$ cat src/rtl/decode_pkg.sv
// Shared encodings and control bundle for the ARM decode stage.
package decode_pkg;

   localparam logic [1:0] MODE_ARITH  = 2'b00;
   localparam logic [1:0] MODE_MEM    = 2'b01;
   localparam logic [1:0] MODE_BRANCH = 2'b10;

   localparam logic [3:0] OP_AND = 4'b0000;
   localparam logic [3:0] OP_EOR = 4'b0001;
   localparam logic [3:0] OP_SUB = 4'b0010;
   localparam logic [3:0] OP_ADD = 4'b0100;
   localparam logic [3:0] OP_ADC = 4'b0101;
   localparam logic [3:0] OP_SBC = 4'b0110;
   localparam logic [3:0] OP_TST = 4'b1000;
   localparam logic [3:0] OP_CMP = 4'b1010;
   localparam logic [3:0] OP_ORR = 4'b1100;
   localparam logic [3:0] OP_MOV = 4'b1101;
   localparam logic [3:0] OP_MVN = 4'b1111;

   localparam logic [3:0] EXE_NOP = 4'b0000;
   localparam logic [3:0] EXE_MOV = 4'b0001;
   localparam logic [3:0] EXE_ADD = 4'b0010;
   localparam logic [3:0] EXE_ADC = 4'b0011;
   localparam logic [3:0] EXE_SUB = 4'b0100;
   localparam logic [3:0] EXE_SBC = 4'b0101;
   localparam logic [3:0] EXE_AND = 4'b0110;
   localparam logic [3:0] EXE_ORR = 4'b0111;
   localparam logic [3:0] EXE_EOR = 4'b1000;
   localparam logic [3:0] EXE_MVN = 4'b1001;

   localparam logic [3:0] COND_EQ = 4'b0000;
   localparam logic [3:0] COND_NE = 4'b0001;
   localparam logic [3:0] COND_CS = 4'b0010;
   localparam logic [3:0] COND_CC = 4'b0011;
   localparam logic [3:0] COND_MI = 4'b0100;
   localparam logic [3:0] COND_PL = 4'b0101;
   localparam logic [3:0] COND_VS = 4'b0110;
   localparam logic [3:0] COND_VC = 4'b0111;
   localparam logic [3:0] COND_HI = 4'b1000;
   localparam logic [3:0] COND_LS = 4'b1001;
   localparam logic [3:0] COND_GE = 4'b1010;
   localparam logic [3:0] COND_LT = 4'b1011;
   localparam logic [3:0] COND_GT = 4'b1100;
   localparam logic [3:0] COND_LE = 4'b1101;
   localparam logic [3:0] COND_AL = 4'b1110;

   typedef struct packed {
      logic [3:0] exe_cmd;
      logic       mem_r_en;
      logic       mem_w_en;
      logic       wb_en;
      logic       s;
      logic       b;
   } ctrl_t;

   localparam ctrl_t CTRL_NOP = '0;

endpackage

$ cat src/rtl/decode_ctrl.sv
// Combinational mode/opcode/s decode into the control bundle; no state.
module decode_ctrl
   import decode_pkg::*;
(
   input  logic [1:0] mode,
   input  logic [3:0] opcode,
   input  logic       s_in,
   output ctrl_t      ctrl
);

   always_comb begin
      ctrl = CTRL_NOP;
      case (mode)
         MODE_ARITH: begin
            ctrl.s     = s_in;
            ctrl.wb_en = 1'b1;
            case (opcode)
               OP_MOV: ctrl.exe_cmd = EXE_MOV;
               OP_MVN: ctrl.exe_cmd = EXE_MVN;
               OP_ADD: ctrl.exe_cmd = EXE_ADD;
               OP_ADC: ctrl.exe_cmd = EXE_ADC;
               OP_SUB: ctrl.exe_cmd = EXE_SUB;
               OP_SBC: ctrl.exe_cmd = EXE_SBC;
               OP_AND: ctrl.exe_cmd = EXE_AND;
               OP_ORR: ctrl.exe_cmd = EXE_ORR;
               OP_EOR: ctrl.exe_cmd = EXE_EOR;
               OP_CMP: begin
                  ctrl.exe_cmd = EXE_SUB;
                  ctrl.wb_en   = 1'b0;
               end
               OP_TST: begin
                  ctrl.exe_cmd = EXE_AND;
                  ctrl.wb_en   = 1'b0;
               end
               default: ctrl.wb_en = 1'b0;
            endcase
         end
         MODE_MEM: begin
            // address is always rn + offset; s_in selects load vs store
            ctrl.exe_cmd = EXE_ADD;
            if (s_in) begin
               ctrl.mem_r_en = 1'b1;
               ctrl.wb_en    = 1'b1;
            end else begin
               ctrl.mem_w_en = 1'b1;
            end
         end
         MODE_BRANCH: ctrl.b = 1'b1;
         default: ctrl = CTRL_NOP;
      endcase
   end

endmodule

$ cat src/rtl/decode_stage_p.sv
// ID stage: decode, condition check and register read into a 1-cycle ID/EXE register with valid/ready.
// Optional DECODE_WB_BYPASS_EN makes register-file reads write-first.
module decode_stage_p
   import decode_pkg::*;
#(
   parameter  int DATA_W   = 32,
   parameter  int PC_W     = 32,
   parameter  int NUM_REGS = 16,
   localparam int ADDR_W   = $clog2(NUM_REGS)
) (
   input  logic              clk,
   input  logic              rst,
   input  logic              in_valid,
   output logic              in_ready,
   input  logic [PC_W-1:0]   pc_in,
   input  logic [31:0]       instruction,
   input  logic [3:0]        sr,
   input  logic              hazard,
   input  logic              flush,
   input  logic              wb_wb_en,
   input  logic [ADDR_W-1:0] wb_dest,
   input  logic [DATA_W-1:0] wb_value,
   output logic [ADDR_W-1:0] src_1_id,
   output logic [ADDR_W-1:0] src_2_id,
   output logic              two_src_id,
   output logic              out_valid,
   input  logic              out_ready,
   output logic              wb_en,
   output logic              mem_r_en,
   output logic              mem_w_en,
   output logic              b,
   output logic              s,
   output logic              imm,
   output logic              two_src,
   output logic [3:0]        exe_cmd,
   output logic [ADDR_W-1:0] dest,
   output logic [ADDR_W-1:0] src_1,
   output logic [ADDR_W-1:0] src_2,
   output logic [11:0]       shift_operand,
   output logic [23:0]       imm_signed_24,
   output logic [PC_W-1:0]   pc,
   output logic [DATA_W-1:0] value_rn,
   output logic [DATA_W-1:0] value_rm
);

   logic [3:0]        cond;
   logic [1:0]        mode;
   logic [3:0]        opcode;
   logic              s_in;
   logic              imm_bit;
   logic              store;
   logic [ADDR_W-1:0] rn, rd, rm;
   ctrl_t             ctrl_dec;
   logic              cond_ok;

   assign cond    = instruction[31:28];
   assign mode    = instruction[27:26];
   assign imm_bit = instruction[25];
   assign opcode  = instruction[24:21];
   assign s_in    = instruction[20];
   assign rn      = instruction[16 +: ADDR_W];
   assign rd      = instruction[12 +: ADDR_W];
   assign rm      = instruction[0  +: ADDR_W];
   assign store   = (mode == MODE_MEM) & ~s_in;

   assign src_1_id   = rn;
   assign src_2_id   = store ? rd : rm;
   assign two_src_id = ~imm_bit | store;

   decode_ctrl u_ctrl (
      .mode   (mode),
      .opcode (opcode),
      .s_in   (s_in),
      .ctrl   (ctrl_dec)
   );

   // sr = {N,Z,C,V}; 1111 is never executed
   always_comb begin
      cond_ok = 1'b0;
      case (cond)
         COND_EQ: cond_ok = sr[2];
         COND_NE: cond_ok = ~sr[2];
         COND_CS: cond_ok = sr[1];
         COND_CC: cond_ok = ~sr[1];
         COND_MI: cond_ok = sr[3];
         COND_PL: cond_ok = ~sr[3];
         COND_VS: cond_ok = sr[0];
         COND_VC: cond_ok = ~sr[0];
         COND_HI: cond_ok = sr[1] & ~sr[2];
         COND_LS: cond_ok = ~sr[1] | sr[2];
         COND_GE: cond_ok = (sr[3] == sr[0]);
         COND_LT: cond_ok = (sr[3] != sr[0]);
         COND_GT: cond_ok = ~sr[2] & (sr[3] == sr[0]);
         COND_LE: cond_ok = sr[2] | (sr[3] != sr[0]);
         COND_AL: cond_ok = 1'b1;
         default: cond_ok = 1'b0;
      endcase
   end

   logic [DATA_W-1:0] regs [NUM_REGS];
   logic [DATA_W-1:0] rd_rn, rd_rm;

   always_ff @(posedge clk or negedge rst) begin
      if (!rst) begin
         for (int i = 0; i < NUM_REGS; i++) regs[i] <= '0;
      end else if (wb_wb_en) begin
         regs[wb_dest] <= wb_value;
      end
   end

`ifdef DECODE_WB_BYPASS_EN
   assign rd_rn = (wb_wb_en && wb_dest == rn)       ? wb_value : regs[rn];
   assign rd_rm = (wb_wb_en && wb_dest == src_2_id) ? wb_value : regs[src_2_id];
`else
   assign rd_rn = regs[rn];
   assign rd_rm = regs[src_2_id];
`endif

   logic  xfer;
   logic  exe_accepts;
   ctrl_t ctrl_q;

   // flush always consumes the incoming slot, even over a hazard
   assign in_ready    = (~hazard & (~out_valid | out_ready)) | flush;
   assign xfer        = in_valid & in_ready;
   assign exe_accepts = out_ready | ~out_valid;

   always_ff @(posedge clk or negedge rst) begin
      if (!rst) begin
         out_valid     <= 1'b0;
         ctrl_q        <= CTRL_NOP;
         imm           <= 1'b0;
         two_src       <= 1'b0;
         dest          <= '0;
         src_1         <= '0;
         src_2         <= '0;
         shift_operand <= '0;
         imm_signed_24 <= '0;
         pc            <= '0;
         value_rn      <= '0;
         value_rm      <= '0;
      end else if (flush) begin
         out_valid <= 1'b0;
         ctrl_q    <= CTRL_NOP;
         imm       <= 1'b0;
         two_src   <= 1'b0;
      end else if (xfer) begin
         out_valid     <= 1'b1;
         ctrl_q        <= cond_ok ? ctrl_dec : CTRL_NOP;
         imm           <= imm_bit;
         two_src       <= two_src_id;
         dest          <= rd;
         src_1         <= rn;
         src_2         <= src_2_id;
         shift_operand <= instruction[11:0];
         imm_signed_24 <= instruction[23:0];
         pc            <= pc_in;
         value_rn      <= rd_rn;
         value_rm      <= rd_rm;
      end else if (exe_accepts) begin
         out_valid <= 1'b0;
         ctrl_q    <= CTRL_NOP;
         imm       <= 1'b0;
         two_src   <= 1'b0;
      end else begin
         // stalled by EXE: keep operands coherent with writeback
         if (wb_wb_en && wb_dest == src_1) value_rn <= wb_value;
         if (wb_wb_en && wb_dest == src_2) value_rm <= wb_value;
      end
   end

   assign exe_cmd  = ctrl_q.exe_cmd;
   assign mem_r_en = ctrl_q.mem_r_en;
   assign mem_w_en = ctrl_q.mem_w_en;
   assign wb_en    = ctrl_q.wb_en;
   assign s        = ctrl_q.s;
   assign b        = ctrl_q.b;

endmodule

$ cat config.mk
export PLATFORM = sky130hd
export DESIGN_NAME = decode_stage_p
export DESIGN_NICKNAME = d
export VERILOG_FILES = /design/src/rtl/decode_pkg.sv /design/src/rtl/decode_ctrl.sv /design/src/rtl/decode_stage_p.sv
export SDC_FILE = /design/constraint.sdc
export NUM_CORES = 1
export LEC_CHECK = 0
export BUFFER_PORTS_ARGS = -buffer_cell sky130_fd_sc_hd__buf_2
export CAP_MARGIN = 10
export CORE_UTILIZATION = 45
export DETAILED_ROUTE_END_ITERATION = 10
export GPL_TIMING_DRIVEN = 1
export PLACE_DENSITY = 0.74
export SKIP_LAST_GASP = 1
export SLEW_MARGIN = 20
export SYNTH_ARGS = -nofsm -noshare
export SYNTH_HDL_FRONTEND = slang
export SYNTH_SLANG_ARGS = --single-unit
$ cat constraint.sdc
create_clock -name clk -period 2.1 [get_ports clk]
set_input_delay 0.21 -clock clk [delete_from_list [all_inputs] [get_ports clk]]
set_output_delay 0.21 -clock clk [all_outputs]
set_load 0.01 [all_outputs]
==> metrics.md, run 1 <==
| Metric | Value |
|---|---|
| Required time worst endpoint | 2.57 ns |
| CP endpoint kind | register |
| Fin nets | 3063 |
| Fin. max-slew vios | 0 |
| Core box area | 72960 um^2 |
| Clk sinks | 648 |
| Synth area leader | dfrtp_1 |
| Layout cells sized above 1 | 43.25% |
| Peak-usage layer in the global routing report | met2 |
| Crit path kind | reg -> reg |
| First-pass GRT wire length | 153000 um |
| Post-synth design cell area | 33200 um^2 |
| Final Hold Viols | 0 |
| Routed vias | 24730 |
| Post-route ant nets | 0 |
| Max FO, Critical Path | 10 |
| Sw frac | 29.34% |
| GR Overflow Total | 0 |
| Final period util | 97.53% |
| Sequential share of power | 45.7% |
| Synth async-reset ratio | 100.0% |
| Routability cong. | 0.8762 |
| Mapped Cells | 2631 |
| Power share of the clock group | 31.1% |
| Clk_skew | 0.02702 ns |
| #FFs+latches synth | 648 |
| Combinational Power Share | 23.2% |
| Final setup fails | 0 |
| Htree depth | 3 |
| HP Class | in -> reg |
| Met3 Track Usage GR | 5.439% |
| CTS Buf Count | 69 |
| TritonRoute pass-1 iters | 6 |
| Worst path arrival time | 2.52 ns |
| DR DRC count | 0 |
| Critical Path Source Type | register |
| Worst IR Drop VDD | 0.6536 mV |
| Syn avg cell area | 12.62 um^2 |
| Initial antenna violation count | 10 |
| Die area | 74880 um^2 |
| Max Buffers Root-to-Sink | 3 |
| Final setup margin | 0.05186 ns |
| GRT Resource Usage Total | 26.43% |
| Placed insts | 3780 |
| Die Y | 273.6 um |
| Fin Hold WS | 0.06753 ns |
| Die W | 273.6 um |
| Clock root cell | clkbuf_16 |
| Fin crit period | 2.048 ns |
| Port buffer count | 276 |
| RSZ-0062 raised after global routing | false |
| Top-count cell post-synth | dfrtp_1 |
| Final wirelength | 98790 um |
| Ys Warns | 0 |
| Top_reg_cell synth | dfrtp_1 |
| Area fraction of the dominant cell type after synthesis | 48.84% |
| Switching pwr | 0.01138 W |
| GR met2 Demand/Resource | 43.25% |
| Avg Vias per Cell | 6.244 |
| Largest net degree at the start of global routing | 74 |
| Seq/Total Area, Yosys | 48.84% |
| P per Cell Area | 973.5 nW/um^2 |
| Slew Limit Headroom | 60.74% |
| Wire per inst | 24.95 um |
| Initial core utilization | 45.51% |
| First DRT Iteration DRCs | 2298 |
| Met1 usage | 34.55% |
| TritonCTS clock tree | built |
| Maximum clock frequency | 488.2 MHz |
| Post-synth EDFFs | 0 |
| Post-DP HPWL | 61240 um |
| Place WS | -0.3479 ns |
| Area Growth Syn to Fin | 19.99% |
| Boundary Pins | 277 |
| Worst-margin pin slew | 0.5889 ns |
| Mapped Nets | 2742 |
| Status | complete, no violations |
| Top cells by area, synth | dfrtp_1, mux2_2, mux4_2 |
| Vias in the first global route | 25560 |
| Count of non-filler cells in the finished layout | 3960 |
| Max-Cap Viols | 0 |
| Skew-Pair Late Insertion Delay | 0.61 ns |
| Filler cells | 5770 |
| P_leak | 17.70 nW |
| Yosys cell types | 55 |
| Post-synth top cells | dfrtp_1, mux2_2, nand2_1, mux4_2, clkbuf_1 |
| Row Count | 99 |
| Internal | 0.02741 W |
| Clk slew on worst S/H paths | 0.06 ns |
per-stage QoR:
stage                     utilization [%]  setup TNS, ns  instance area, um^2  power (W)
after floorplan                         -      -0.003276                33250    0.02318
after global placement              50.66         -7.838                36960    0.02603
after detailed placement            50.66         -10.29                36960    0.02662
after CTS                           54.54       -0.02916                39790    0.03885
after global routing                54.61              0                39840    0.04042
final                               54.61              0                39840    0.03879
flip-flops by register name, summed over array words and instances (netlist names):
register	count
two_src	1
mem_r_en	1
value_rm	32
out_valid	1
dest	3
b	1
wb_en	1
imm_signed_24	7
s	1
regs	512
mem_w_en	1
pc	32
src_2	4
imm	1
value_rn	32
exe_cmd	4
src_1	3
shift_operand	11
power groups by stage:
stage	Sequential (W)	Clock (W)	Combinational (W)
2_1_floorplan	0.0172	0	0.00597
3_3_place_gp	0.0175	0	0.00850
3_5_place_dp	0.0178	0	0.00882
4_1_cts	0.0176	0.0122	0.00899
5_1_grt	0.0180	0.0127	0.00972
6_report	0.0177	0.0121	0.00899
cell type report:
type / instances / area [um^2] / area share, %
clock buffers: 98 / 2008 / 5.041
inverters: 9 / 42.54 / 0.1068
repair buffers: 511 / 4138 / 10.39
flip-flops and latches: 648 / 16220 / 40.70
clock inverters: 20 / 190.2 / 0.4774
multi-input cells: 1713 / 16040 / 40.26
well taps: 959 / 1200 / 3.012
diodes: 2 / 5.005 / 0.01256
placed cells by master (no fill, tap or decap), types with 17 or more instances in the layout:
master / synthesis / final
dfrtp_1: 648 / 647
mux2_2: 497 / 497
nand2_1: 407 / 405
buf_2: 38 / 272
mux4_2: 192 / 192
nand3_1: 133 / 133
buf_4: 29 / 115
mux2i_1: 98 / 96
clkbuf_16: 0 / 71
a211oi_1: 64 / 64
buf_12: 0 / 64
dlygate4sd3_1: 0 / 57
o21ai_0: 43 / 43
a21oi_1: 42 / 42
and3_1: 34 / 33
nor2b_1: 33 / 32
a32oi_1: 32 / 32
a221oi_1: 33 / 23
mux2_1: 17 / 17
per-layer routing:
metal | vias to the layer above | share of wire (%)
met2 | 1311 | 48
met1 | 12800 | 40
met3 | 282 | 8.5
li1 | 10320 | -
met4 | 14 | 3.4
met5 | - | 0.091
what timing repair did:
item,in CTS,in global routing
cloned,1,0
setup endpoints to repair,59,67
hold endpoints to repair,129,0
setup buffers,1,1
pin swaps,1,1
resized for setup,1,9
hold buffers,57,0
logic make-up (layout without fill, tap and decap cells):
kind of cell    after synthesis  in the layout  share of synthesized area, %
flops                       648            648                         48.84
other cells                   0              2                             0
compound gates              235            235                         4.971
simple gates                662            662                         8.874
buf+inv                     270            638                         3.591
xor+xnor                     12             12                        0.3165
mux                         804            804                         33.41
final timing paths:
kind	slack, ns	endpoint	cells after the start	from
max	0.05	value_rm[10]	7	src_2[0]
max reg2reg	0.05	value_rm[10]	7	src_2[0]
min in group asynchronous	0.17	value_rm[8]	2	rst
min	0.07	value_rn[27]	3	wb_value[27]
min reg2reg	0.47	value_rn[26]	2	value_rn[26]
max in group asynchronous	1.04	regs[337]	3	rst
worst max-delay path, cell delays in order (launching register included):
cell and delay [ns]:
dfrtp_2 0.44, xnor2_1 0.13, and4_1 0.24, a31o_2 0.31
buf_4 0.21, and3_1 0.21, a221oi_2 0.24, nand3_1 0.11
No activity file was read; power rests on OpenSTA's default activity.
==> run 2, diff against run 1 <==
Settings changed: CORE_ASPECT_RATIO set to 1.4.
==> run 2 against run 1 <==
Net effect:
- clock power about the same
- non-clock buffer count rose by 11
- sequential share of layout area about the same
- global-route usage up 0.45 points
- critical path depth up 2
- sequential power about the same
- first-iteration DRC count fell by 8.1%
- via count decreased by 0.62%
- combinational power rose by 0.6%
- cell count decreased by 0.15%
- maximum frequency shrank 1.9%
- largest cell class unchanged
==> metrics.md, run 2 (synthesized netlist as in run 1, its figures left out) <==
| Metric | Value |
|---|---|
| Status | complete, no violations |
| Clock root cell | clkbuf_16 |
| Biggest register | regs |
| Htree depth | 2 |
| Routed vias | 24570 |
| Boundary Pins | 277 |
| Place WS | -0.2938 ns |
| Post-DP HPWL | 63970 um |
| Final wirelength | 100400 um |
| Worst-margin pin slew | 0.5963 ns |
| Clk slew on worst S/H paths | 0.07 ns |
| Fin. max-slew vios | 0 |
| Routability cong. | 0.8916 |
| Max Buffers Root-to-Sink | 3 |
| Max-Cap Viols | 0 |
| Layout cells sized above 1 | 43.53% |
| Final setup TNS | 0 ns |
| Die Y | 323.4 um |
| P per Cell Area | 968.1 nW/um^2 |
| Most frequent cells in the layout | dfrtp_1, mux2_2, nand2_1 |
| DP Area | 37020 um^2 |
| Final setup fails | 0 |
| Die area | 74890 um^2 |
| Port buffer count | 276 |
| Clk sinks | 648 |
| CP max-delay cell | dfrtp_1 |
| Row Count | 117 |
| Total power | 0.03854 W |
| Worst Path Buf+Inv | 3 |
| Critical Path, Cell by Cell | nor2b_4, nor4b_4, buf_4, buf_4, a31o_2, buf_12, and3_1, a221oi_1, nand3_1 |
| Worst path arrival time | 2.60 ns |
| Slew Limit Headroom | 60.24% |
| Skew-Pair Late Insertion Delay | 0.65 ns |
| Filler cells | 5796 |
| Clk_skew | 0.02254 ns |
| Final Hold Viols | 0 |
| Die W | 231.6 um |
| CP top delay family | simple AND/OR/NAND/NOR gates |
| Initial core utilization | 45.54% |
| Maximum clock frequency | 478.7 MHz |
| Wire per inst | 25.40 um |
| GR Overflow Total | 0 |
| Crit path top cell by count | buf_4 |
| P_leak | 17.67 nW |
| First DRT Iteration DRCs | 2112 |
| First-pass GRT wire length | 154600 um |
| Vias in the first global route | 25860 |
| Post-route ant nets | 0 |
| TritonCTS clock tree | built |
| Largest net degree at the start of global routing | 105 |
| DR DRC count | 0 |
| Max stage delay on crit path | 0.36 ns |
| Max FO, Critical Path | 18 |
| Crit path kind | reg -> reg |
| Avg Vias per Cell | 6.214 |
| CTS Buf Count | 60 |
| Area Growth Syn to Fin | 19.92% |
| GRT Resource Usage Total | 26.89% |
| Initial antenna violation count | 12 |
| CP endpoint kind | register |
| Critical Path Source Type | register |
| Final period util | 99.47% |
| Worst IR Drop VDD | 0.5759 mV |
| RSZ-0062 raised after global routing | true |
| Fin crit period | 2.089 ns |
| HP Class | in -> async |
| Fin area | 39820 um^2 |
| Core box area | 72900 um^2 |
| Fin nets | 3065 |
| Final setup margin | 0.01116 ns |
| Fin Hold WS | 0.02519 ns |
| Commonest non-fill, non-tap cell in the layout | dfrtp_1 |
| TritonRoute pass-1 iters | 9 |
| Required time worst endpoint | 2.61 ns |
| Largest register FFs | 512 |
run 2: cell types whose count changed in the layout (fill, tap and decap cells not counted), moves of 3 or more:
cell | before | now
clkinv_2 | 12 | 9
clkbuf_16 | 71 | 60
a221oi_2 | 10 | 16
clkbuf_1 | 14 | 10
a221oi_1 | 23 | 17
bufinv_16 | 2 | 10
buf_4 | 115 | 130
run 2: per-layer routing:
| layer | GRT usage [%] | up-vias | share of wire, % |
|---|---|---|---|
| li1 | - | 10300 | - |
| met1 | 31.95 | 12590 | 37 |
| met2 | 45.82 | 1278 | 50 |
| met3 | 4.619 | 395 | 7.1 |
| met4 | 15.69 | 10 | 6.0 |
| met5 | 0 | - | 0.063 |
run 2: power by group:
part	switching (W)	internal (W)
sequential	0.00233	0.0154
combinational	0.00391	0.00513
clock	0.00495	0.00687
total	0.0112	0.0274
run 2: repair_timing:
action / CTS / global route
hold buffers: 55 / 0
cloned: 0 / 0
gates resized for setup: 3 / 11
endpoints found under the setup margin: 19 / 16
pin swaps: 1 / 3
endpoints found under the hold margin: 415 / 0
setup buffers: 2 / 4
run 2: path summary, 6_finish.rpt:
kind                                   start            to  slack [ns]  depth (start not counted)
worst max-delay path               out_valid  value_rm[17]        0.01                          9
worst min-delay path                     rst     regs[168]        0.03                          2
worst max register to register     out_valid  value_rm[17]        0.01                          9
worst min register to register        pc[25]        pc[25]        0.47                          2
max in group asynchronous                rst  value_rn[23]        1.12                          4
min in group clk                wb_value[20]  value_rn[20]        0.03                          3
run 2: worst register-to-register path, delay by kind of cell, from the launching register on:
family | cells | cell delay, ns
buf+inv | 3 | 0.48
compound gates | 2 | 0.55
flops | 1 | 0.36
simple gates | 4 | 0.58
run 2: cell type report:
| cell class | count | area (um^2) | area share (%) |
|---|---|---|---|
| Antenna cell | 4 | 10.01 | 0.02514 |
| Clock buffer | 81 | 1690 | 4.245 |
| Clock inverter | 25 | 419.2 | 1.053 |
| Inverter | 9 | 42.54 | 0.1068 |
| Multi-Input combinational cell | 1713 | 16080 | 40.38 |
| Sequential cell | 648 | 16220 | 40.73 |
| Tap cell | 952 | 1191 | 2.992 |
| Timing Repair Buffer | 522 | 4169 | 10.47 |
run 2: per-stage QoR:
stage	instances	utilization (%)
2_1_floorplan	2631	-
3_3_place_gp	3783	50.78
3_5_place_dp	3783	50.78
4_1_cts	3946	54.47
5_1_grt	3954	54.62
6_report	3954	54.62
==> run 3, diff against run 2 <==
Settings changed: ABC_CLOCK_PERIOD_IN_PS set to 2100, CORE_UTILIZATION 45 to 55, PLACE_DENSITY 0.74 to 0.85.
==> run 3 against run 2 <==
Net effect:
- the run now ends with setup timing left
- register-to-register slack worse by 0.05 ns
- sequential share of layout area down 0.14 points
- count of clock-buffer cells in the layout increased by 4
- combinational power is 3.7% higher
- cell count is 4.3% lower
- clock power is essentially flat
- hold slack got worse by 0.0063 ns
- final area grew 0.36%
- via count rose by 5.9%
- non-clock buffer count grew 23
- critical path depth fell by 1
- largest power group unchanged
- highest routed layer unchanged
==> metrics.md, run 3 (synthesized netlist as in run 1, its figures left out) <==
| Metric | Value |
|---|---|
| DR DRC count | 0 |
| Worst-margin pin slew | 0.6236 ns |
| Worst Path Buf+Inv | 2 |
| Clk_skew | 0.03483 ns |
| Post-DP HPWL | 63330 um |
| First-pass GRT wire length | 158500 um |
| Wire per inst | 27.66 um |
| Layout cells sized above 1 | 44.36% |
| Routability cong. | 0.8777 |
| Skew-Pair Late Insertion Delay | 0.65 ns |
| Final Hold Viols | 0 |
| Maximum clock frequency | 467.6 MHz |
| Commonest non-fill, non-tap cell in the layout | dfrtp_1 |
| Post-route ant nets | 0 |
| Internal | 0.02731 W |
| Sw frac | 29.72% |
| Die W | 209.7 um |
| Initial core utilization | 55.63% |
| Most frequent cells in the layout | dfrtp_1, mux2_2, nand2_1 |
| HP Class | in -> reg |
| GR Overflow Total | 0 |
| CP Depth | 8 |
| Worst IR Drop VDD | 0.7543 mV |
| Combinational Power Share | 24.1% |
| Hold path depth | 4 |
| Htree depth | 2 |
| Clock root cell | clkbuf_16 |
| Core box area | 59680 um^2 |
| Clk slew on worst S/H paths | 0.07 ns |
| Final period util | 101.8% |
| Fin Hold WS | 0.01887 ns |
| Required time worst endpoint | 2.61 ns |
| Place WS | -0.3955 ns |
| Clk sinks | 648 |
| Row Count | 106 |
| Switching pwr | 0.01155 W |
| GRT Resource Usage Total | 33.73% |
| CTS Buf Count | 59 |
| Worst r2r path cells | 8 |
| Biggest register | regs |
| Max stage delay on crit path | 0.40 ns |
| Final setup fails | 2 |
| Critical Path Source Type | register |
| Crit path kind | reg -> reg |
| DP Area | 37030 um^2 |
| Largest register FFs | 512 |
| Port buffer count | 276 |
| Max-Cap Viols | 0 |
| Avg Vias per Cell | 6.880 |
| Critical Path, Cell by Cell | buf_4, nor3b_2, and4_1, a31o_4, buf_12, and3_1, a221oi_2, nand3_1 |
| Failing checks | setup timing |
| P per Cell Area | 972.5 nW/um^2 |
| Boundary Pins | 277 |
| Fin area | 39960 um^2 |
| Slew Limit Headroom | 58.43% |
| Routed vias | 26030 |
| Sequential share of power | 45.8% |
| TritonRoute pass-1 iters | 6 |
| Status | finished, violations left |
| CP max-delay cell | dfrtp_1 |
| Final wirelength | 104700 um |
| Max FO, Critical Path | 22 |
| TritonCTS clock tree | built |
| First DRT Iteration DRCs | 3118 |
| Max Buffers Root-to-Sink | 3 |
| Area Growth Syn to Fin | 20.35% |
| Initial antenna violation count | 4 |
| Final setup margin | -0.03852 ns |
| Vias in the first global route | 27540 |
| Fin nets | 3087 |
| P_leak | 17.85 nW |
| Fin. max-slew vios | 0 |
| RSZ-0062 raised after global routing | true |
| Largest net degree at the start of global routing | 99 |
| Worst path arrival time | 2.65 ns |
| Power share of the clock group | 30.1% |
| Fin crit period | 2.139 ns |
| CP top delay family | simple AND/OR/NAND/NOR gates |
| CP endpoint kind | register |
| Die area | 61370 um^2 |
| Die Y | 292.7 um |
[run 3: cell types whose count changed in the layout (fill, tap and decap cells not counted), moves of 3 or more]
cell,change
a221oi_1,-6
a221oi_2,+6
buf_12,+9
buf_4,+11
clkbuf_8,+3
[run 3: routing by layer]
metal  vias to the layer above  part of all wire [%]  wire [um]  GRT usage [%]
met4                         4                   7.2       7501          23.52
met5                         -                 0.021         22              0
li1                      10360                     -          -              -
met2                      1958                    48      50740          55.34
met3                       582                    10      10830          7.516
met1                     13120                    34      35550          39.44
[run 3: worst paths after layout]
| kind | from | end | slack, ns |
|---|---|---|---|
| setup reg to reg | out_valid | value_rm[15] | -0.04 |
| setup / recovery | out_valid | value_rm[15] | -0.04 |
| hold / removal | instruction[20] | s | 0.02 |
| hold reg to reg | pc[6] | pc[6] | 0.47 |
| min in group asynchronous | rst | regs[230] | 0.10 |
| max in group asynchronous | rst | regs[185] | 1.03 |
[run 3: tightest hold or removal path, cell delays in order]
cell     delay, ns
buf_2         0.14
buf_4         0.15
nand3_1       0.06
o21ai_0       0.07
[run 3: what timing repair did]
action	in CTS	in global routing
endpoints found under the hold margin	338	0
cloned	0	2
gates resized for setup	6	25
pin swaps	1	3
buffers inserted	4	3
hold buffers	55	0
setup endpoints to repair	61	29
[run 3: stage by stage]
| step | setup TNS [ns] | power (W) | cells | utilization (%) |
|---|---|---|---|---|
| after floorplan | -0.003276 | 0.02318 | 2631 | - |
| after global placement | -8.794 | 0.02594 | 3607 | 62.05 |
| after detailed placement | -10.69 | 0.02669 | 3607 | 62.05 |
| after CTS | -0.001339 | 0.03846 | 3776 | 66.59 |
| after global routing | -0.08271 | 0.04019 | 3783 | 66.95 |
| final | -0.04486 | 0.03886 | 3783 | 66.95 |
[run 3: power groups by stage]
| stage | combinational [W] | sequential (W) | clock (W) |
|---|---|---|---|
| finish | 0.00937 | 0.0178 | 0.0117 |
| global route | 0.00999 | 0.0180 | 0.0122 |
| CTS | 0.00918 | 0.0176 | 0.0117 |
| detailed placement | 0.00894 | 0.0178 | 0 |
| global placement | 0.00851 | 0.0174 | 0 |
| floorplan | 0.00597 | 0.0172 | 0 |
[run 3: final cells by class]
cell class                      instances  area [um^2]
Inverter                                9        42.54
Clock buffer                           85         1735
Timing Repair Buffer                  545         4509
Antenna cell                            2        5.005
Multi-Input combinational cell       1713        16140
Clock inverter                         25        362.8
Sequential cell                       648        16220
Tap cell                              756        945.9
Fill cell                            3750        19720
